File: config.mk
export PLATFORM = sky130hd
export DESIGN_NAME = datapath_ctrl_flat
export DESIGN_NICKNAME = d
export VERILOG_FILES = /design/src/rtl/datapath_ctrl_if.sv /design/src/rtl/datapath_ctrl.sv /design/src/flat_wrapper.sv
export SDC_FILE = /design/constraint.sdc
export NUM_CORES = 1
export LEC_CHECK = 0
export ABC_AREA = 0
export BUFFER_PORTS_ARGS = -buffer_cell sky130_fd_sc_hd__buf_2
export CAP_MARGIN = 20
export CORE_UTILIZATION = 51
export DETAILED_ROUTE_END_ITERATION = 10
export GPL_TIMING_DRIVEN = 0
export PLACE_DENSITY = 0.83
export SYNTH_ARGS = -nofsm -noshare
export SYNTH_HDL_FRONTEND = slang
export SYNTH_SLANG_ARGS = --single-unit
File: constraint.sdc
create_clock -name clk -period 3.97 [get_ports clk]
set_input_delay 1.191 -clock clk [delete_from_list [all_inputs] [get_ports clk]]
set_output_delay 1.191 -clock clk [all_outputs]
set_load 0.02 [all_outputs]
File: src/rtl/datapath_ctrl_if.sv
// Instruction handshake bundle between an instruction source and the datapath sequencer.
// The instruction width is always 14 bits of fields plus one datapath word of immediate.
interface datapath_ctrl_if #(
  parameter int DataWidth = 8
);
  localparam int InstrWidth = 14 + DataWidth;

  logic                  instr_valid;
  logic                  instr_ready;
  logic [InstrWidth-1:0] instr;

  modport master (output instr_valid, output instr, input instr_ready);
  modport slave  (input instr_valid, input instr, output instr_ready);
endinterface

File: src/rtl/datapath_ctrl.sv
// Multi-cycle sequencer: latches one instruction per handshake, drives the register-file/ALU
// datapath for EXEC and write-back, and keeps the last result and ALU flags.
module datapath_ctrl #(
  parameter  int DataWidth  = 8,
  localparam int InstrWidth = 14 + DataWidth
) (
  input  logic                 clk,
  input  logic                 reset,
  datapath_ctrl_if.slave       ibus,
  input  logic [DataWidth-1:0] ULAResult,
  input  logic                 Flag_z,
  input  logic                 CarryOut,
  output logic [2:0]           ra1,
  output logic [2:0]           ra2,
  output logic [2:0]           ULAControl,
  output logic                 select_src,
  output logic [DataWidth-1:0] constante,
  output logic [2:0]           wa3,
  output logic [DataWidth-1:0] wd3,
  output logic                 we3,
  output logic                 done,
  output logic [DataWidth-1:0] result_q,
  output logic                 zero_q,
  output logic                 carry_q
);

  typedef enum logic [1:0] {
    S_IDLE = 2'd0,
    S_EXEC = 2'd1,
    S_WB   = 2'd2
  } state_t;

  typedef enum logic [1:0] {
    T_LOADI = 2'b00,
    T_ALURR = 2'b01,
    T_ALURI = 2'b10,
    T_CMP   = 2'b11
  } itype_t;

  state_t                state_q, state_d;
  logic [InstrWidth-1:0] instr_q, instr_d;
  logic [DataWidth-1:0]  result_d;
  logic                  zero_d, carry_d;
  logic                  cmp_done_q, cmp_done_d;

  // Field views of the latched instruction; datapath outputs never look at ibus.instr.
  itype_t               f_type;
  logic [2:0]           f_op, f_rd, f_ra, f_rb;
  logic [DataWidth-1:0] f_imm;
  itype_t               in_type;
  logic                 accept;

  assign f_type  = itype_t'(instr_q[13+DataWidth:12+DataWidth]);
  assign f_op    = instr_q[11+DataWidth:9+DataWidth];
  assign f_rd    = instr_q[8+DataWidth:6+DataWidth];
  assign f_ra    = instr_q[5+DataWidth:3+DataWidth];
  assign f_rb    = instr_q[2+DataWidth:DataWidth];
  assign f_imm   = instr_q[DataWidth-1:0];
  assign in_type = itype_t'(ibus.instr[13+DataWidth:12+DataWidth]);

  assign ibus.instr_ready = reset && (state_q == S_IDLE);
  assign accept           = ibus.instr_valid && ibus.instr_ready;

  always_comb begin
    state_d    = state_q;
    instr_d    = instr_q;
    result_d   = result_q;
    zero_d     = zero_q;
    carry_d    = carry_q;
    cmp_done_d = 1'b0;
    ra1        = 3'd0;
    ra2        = 3'd0;
    ULAControl = 3'd0;
    select_src = 1'b0;
    constante  = '0;
    wa3        = 3'd0;
    wd3        = '0;
    we3        = 1'b0;
    // CMP retires in the cycle after EXEC, when the FSM is already back in IDLE.
    done       = cmp_done_q;

    case (state_q)
      S_IDLE: begin
        if (accept) begin
          instr_d = ibus.instr;
          state_d = (in_type == T_LOADI) ? S_WB : S_EXEC;
        end
      end
      S_EXEC: begin
        ra1        = f_ra;
        ra2        = f_rb;
        ULAControl = f_op;
        if (f_type == T_ALURI) begin
          select_src = 1'b1;
          constante  = f_imm;
        end
        result_d = ULAResult;
        zero_d   = Flag_z;
        carry_d  = CarryOut;
        if (f_type == T_CMP) begin
          state_d    = S_IDLE;
          cmp_done_d = 1'b1;
        end else begin
          state_d = S_WB;
        end
      end
      S_WB: begin
        we3  = 1'b1;
        wa3  = f_rd;
        done = 1'b1;
        if (f_type == T_LOADI) begin
          wd3      = f_imm;
          result_d = f_imm;
        end else begin
          wd3 = result_q;
        end
        state_d = S_IDLE;
      end
      default: state_d = S_IDLE;
    endcase
  end

  always_ff @(posedge clk) begin
    if (!reset) begin
      state_q    <= S_IDLE;
      instr_q    <= '0;
      result_q   <= '0;
      zero_q     <= 1'b0;
      carry_q    <= 1'b0;
      cmp_done_q <= 1'b0;
    end else begin
      state_q    <= state_d;
      instr_q    <= instr_d;
      result_q   <= result_d;
      zero_q     <= zero_d;
      carry_q    <= carry_d;
      cmp_done_q <= cmp_done_d;
    end
  end

endmodule
File: src/flat_wrapper.sv
// flat-port wrapper written by rule: the top's interface ports become plain ports
module datapath_ctrl_flat 
#(
  parameter  int DataWidth  = 8,
  localparam int InstrWidth = 14 + DataWidth
)
  (clk, reset, ULAResult, Flag_z, CarryOut, ra1, ra2, ULAControl, select_src, constante, wa3, wd3, we3, done, result_q, zero_q, carry_q, ibus_instr_valid, ibus_instr, ibus_instr_ready);
  datapath_ctrl_if #(.DataWidth(DataWidth)) ibus_i ();
  input  logic clk;
  input  logic reset;
  input  logic [DataWidth-1:0] ULAResult;
  input  logic Flag_z;
  input  logic CarryOut;
  output logic [2:0] ra1;
  output logic [2:0] ra2;
  output logic [2:0] ULAControl;
  output logic select_src;
  output logic [DataWidth-1:0] constante;
  output logic [2:0] wa3;
  output logic [DataWidth-1:0] wd3;
  output logic we3;
  output logic done;
  output logic [DataWidth-1:0] result_q;
  output logic zero_q;
  output logic carry_q;
  input wire logic [$bits(ibus_i.instr_valid)-1:0] ibus_instr_valid;
  input wire logic [$bits(ibus_i.instr)-1:0] ibus_instr;
  output wire logic [$bits(ibus_i.instr_ready)-1:0] ibus_instr_ready;
  assign ibus_i.instr_valid = ibus_instr_valid;
  assign ibus_i.instr = ibus_instr;
  assign ibus_instr_ready = ibus_i.instr_ready;
  datapath_ctrl #(.DataWidth(DataWidth)) u_core (.clk(clk), .reset(reset), .ibus(ibus_i), .ULAResult(ULAResult), .Flag_z(Flag_z), .CarryOut(CarryOut), .ra1(ra1), .ra2(ra2), .ULAControl(ULAControl), .select_src(select_src), .constante(constante), .wa3(wa3), .wd3(wd3), .we3(we3), .done(done), .result_q(result_q), .zero_q(zero_q), .carry_q(carry_q));
endmodule
==> flow_summary.ini <==
[run_status]
status = complete, no violations

[pwr]
power_uw = 1190
p_sw_frac = 0.402
netSwitchingPower_uw = 479
seqPwrFrac = 0.390
max-vdd-ir-drop_mv = 0.242
cellPowerDensity_nw_per_um2 = 512
combPwrFrac = 0.427
clock_power_share = 0.182
internal_power_uw = 713
p_leak_uw = 0.00105

[routing]
drtAntennaViolNets = 0
route.met3.wl_um = 244
drt-wirelength-per-cell_um = 12.5
routed.top_layer = met4
vias_per_cell = 5.12
vias = 1765
wl_met2_mm = 2.11
wl_met1_mm = 1.91
wl_mm = 4.33
drt_first_pass_iters = 4
drcViolationCount = 0
drt_iter0_markers = 102

[worst_setup_path]
slowest_delay_ns = 0.19
rr_startpoint = u_core.state_q[0]
cpMaxStageDelayCell = buf_2
reg2reg_depth = 5
worstPathArrival_ns = 1.81
endpoint_kind = output port
path_max_fanout = 10
critPathRequiredTime_ns = 2.78
reg2reg_slack_ns = 2.21
start_kind = input port
worst-setup-path-type = in2out
path_common_cell = buf_2
r2r_end = u_core.result_q[0]
crit_chain = buf_2 > buf_2 > and2_1 > buf_2
crit_family = buffers and inverters
path_buf_inv = 3

[sta]
setup_viol = 0
fin_crit_ns = 3.01
whs_ns = 0.456
fin_skew_ns = 0.00765
fin_setup_tns_ns = 0
setup_ws_ns = 0.964
hold_viol = 0
finalCritPeriodShare = 0.757
fmax_mhz = 333
worstMarginPinSlew_ns = 0.434
rsz0062_at_grt = no
final-max-slew-violation-count = 0
maxSlewHeadroom = 0.711

[logic_synthesis]
synth_top_cells_by_count = nand2_1 (47), dfxtp_1 (35), and2_1 (21), a21boi_1 (12), a21boi_0 (11)
synth_edf_count = 0
async_flop_share = 0
ys_types = 30
synth_cells = 215
synth.cell_area_um2 = 1820
ys.warnings.count = 0
avgSynthCellArea_um2 = 8.47
synth_fa_ha_area_frac = 0.0343
synth_top_flop_cell = dfxtp_1
yosys_register_bits = 35
synth_top_cell_by_area = dfxtp_1
synthSimpleGateAreaFrac = 0.247
synthXorXnorAreaFrac = 0
synth_top_family_by_area = compound AO/OA/AOI/OAI gates
yosys.area.top_type_share = 0.385
synth_nets = 255
muxShareOfSynthArea = 0.0110
synth.most_common_cell = nand2_1
synth_area_leaders = dfxtp_1 (38%), nand2_1 (9.7%), and2_1 (7.2%), a21boi_1 (4.9%), a21boi_2 (4.9%)
synth_compound_area_frac = 0.265
yosysSeqAreaShare = 0.385

[grt]
grt-ovfl-total = 0
grt_pass1_vias = 1526
antenna_found_initial = 0
grt_pass1_wl_mm = 6.54
grt_max_degree = 13
track_usage = 0.238

[cells_and_area]
final_area_um2 = 2330
syn_to_final_growth_pct = 27.7
drive_above_1_share = 0.338
seqCellArea_um2 = 701
multi_input_area_um2 = 1010
antennaDiodeCount = 0
nets = 338
fillerInstances = 292

[min_path]
min_path_type = reg2reg
min_to = u_core.instr_q[10]
hp-start = u_core.instr_q[10]
min_path_cells = 2

[floorplan]
io_pins = 77
row_count = 21
die_area_um2 = 3810
dieWidth_um = 61.8
floorplan.initialDensity = 0.537
die_h_um = 61.8
core_um2 = 3390

[clock_tree]
cts_buffer_depth = 2
cts_resized = 0
clock-sinks = 35
clk_pin_slew_ns = 0.12
postCtsSetupBuffers = 0
worst_skew_pair.late_latency_ns = 0.35
cts_hold_buf = 0
cts_htree_levels = 2
cts-root-buf = clkbuf_4
numCtsBuffers = 5
cts_tree = done

[place]
finalWeightedCongestion = 0.796
dpl.hpwl_mm = 3.25
placed_area_um2 = 2260
post-place-ws_ns = 0.961
port_buffers = 76

[job]
max-cap-violations = 0
flip-flops by register name, indices dropped and copies added, names as in the netlist:
signal and count:
u_core.cmp_done_q 1, u_core.result_q 8, u_core.zero_q 1, u_core.instr_q 22, u_core.state_q 2, u_core.carry_q 1
stage by stage:
| step | util | cells |
|---|---|---|
| global placement | 0.667 | 337 |
| floorplan | - | 215 |
| global route | 0.687 | 345 |
| finish | 0.687 | 345 |
| detailed placement | 0.667 | 337 |
| CTS | 0.687 | 345 |
area by class of cell:
type | count | share of cell area
clock buffers | 6 | 0.0220
multi-input cells | 156 | 0.436
plain buffers | 14 | 0.0296
flip-flops and latches | 35 | 0.301
inverters | 10 | 0.0161
well taps | 46 | 0.0247
repair buffers | 76 | 0.163
clock inverters | 2 | 0.00699
power by group through the flow:
stage               Sequential [µW]  Combinational (µW)  Clock (µW)
detailed placement              473                 509           0
finish                          465                 510         217
global route                    477                 565         233
floorplan                       493                 343           0
CTS                             465                 510         219
global placement                468                 497           0
cells in the final DEF, fill, tap and decap left out, types with 2 or more instances in the layout:
cell type,instances
clkbuf_4,5
nor2b_1,2
a21boi_1,12
buf_2,77
nand2_1,47
inv_1,10
or3b_1,8
nand3_1,2
mux2i_1,2
o21ai_0,10
nor2_1,2
and2_1,21
dfxtp_1,35
a21boi_2,8
clkbuf_1,9
o221a_1,8
a21boi_0,11
buf_4,4
o21ai_1,7
ha_1,5
worst max path at each step:
| stage | from | end | slack (ns) | depth (start not counted) |
|---|---|---|---|---|
| final | reset | ibus_instr_ready | 0.96 | 4 |
| after global placement | reset | ibus_instr_ready | 0.97 | 4 |
| after floorplan | reset | ibus_instr_ready | 1.19 | 2 |
| after global routing | u_core.state_q[1] | ULAControl[2] | 0.83 | 5 |
| after detailed placement | reset | ibus_instr_ready | 0.96 | 4 |
| after CTS | reset | ibus_instr_ready | 0.96 | 4 |
kinds of logic after synthesis:
group / Yosys count
AND/OR/NAND/NOR: 88
multiplexers: 2
buffers and inverters: 24
AO/OA/AOI/OAI: 61
adder cells (fa/ha/maj): 5
flip-flops: 35
worst min-delay path: stages (launching register included):
cell and delay (ns):
dfxtp_1 0.32, nand2_1 0.05, a21boi_1 0.05
metal layers:
metal,global-route usage,vias to the layer above
li1,-,899
met1,0.267,806
met2,0.410,55
met3,0.0621,5
met4,0.130,0
met5,0,-
(Power assumes the default switching activity.)
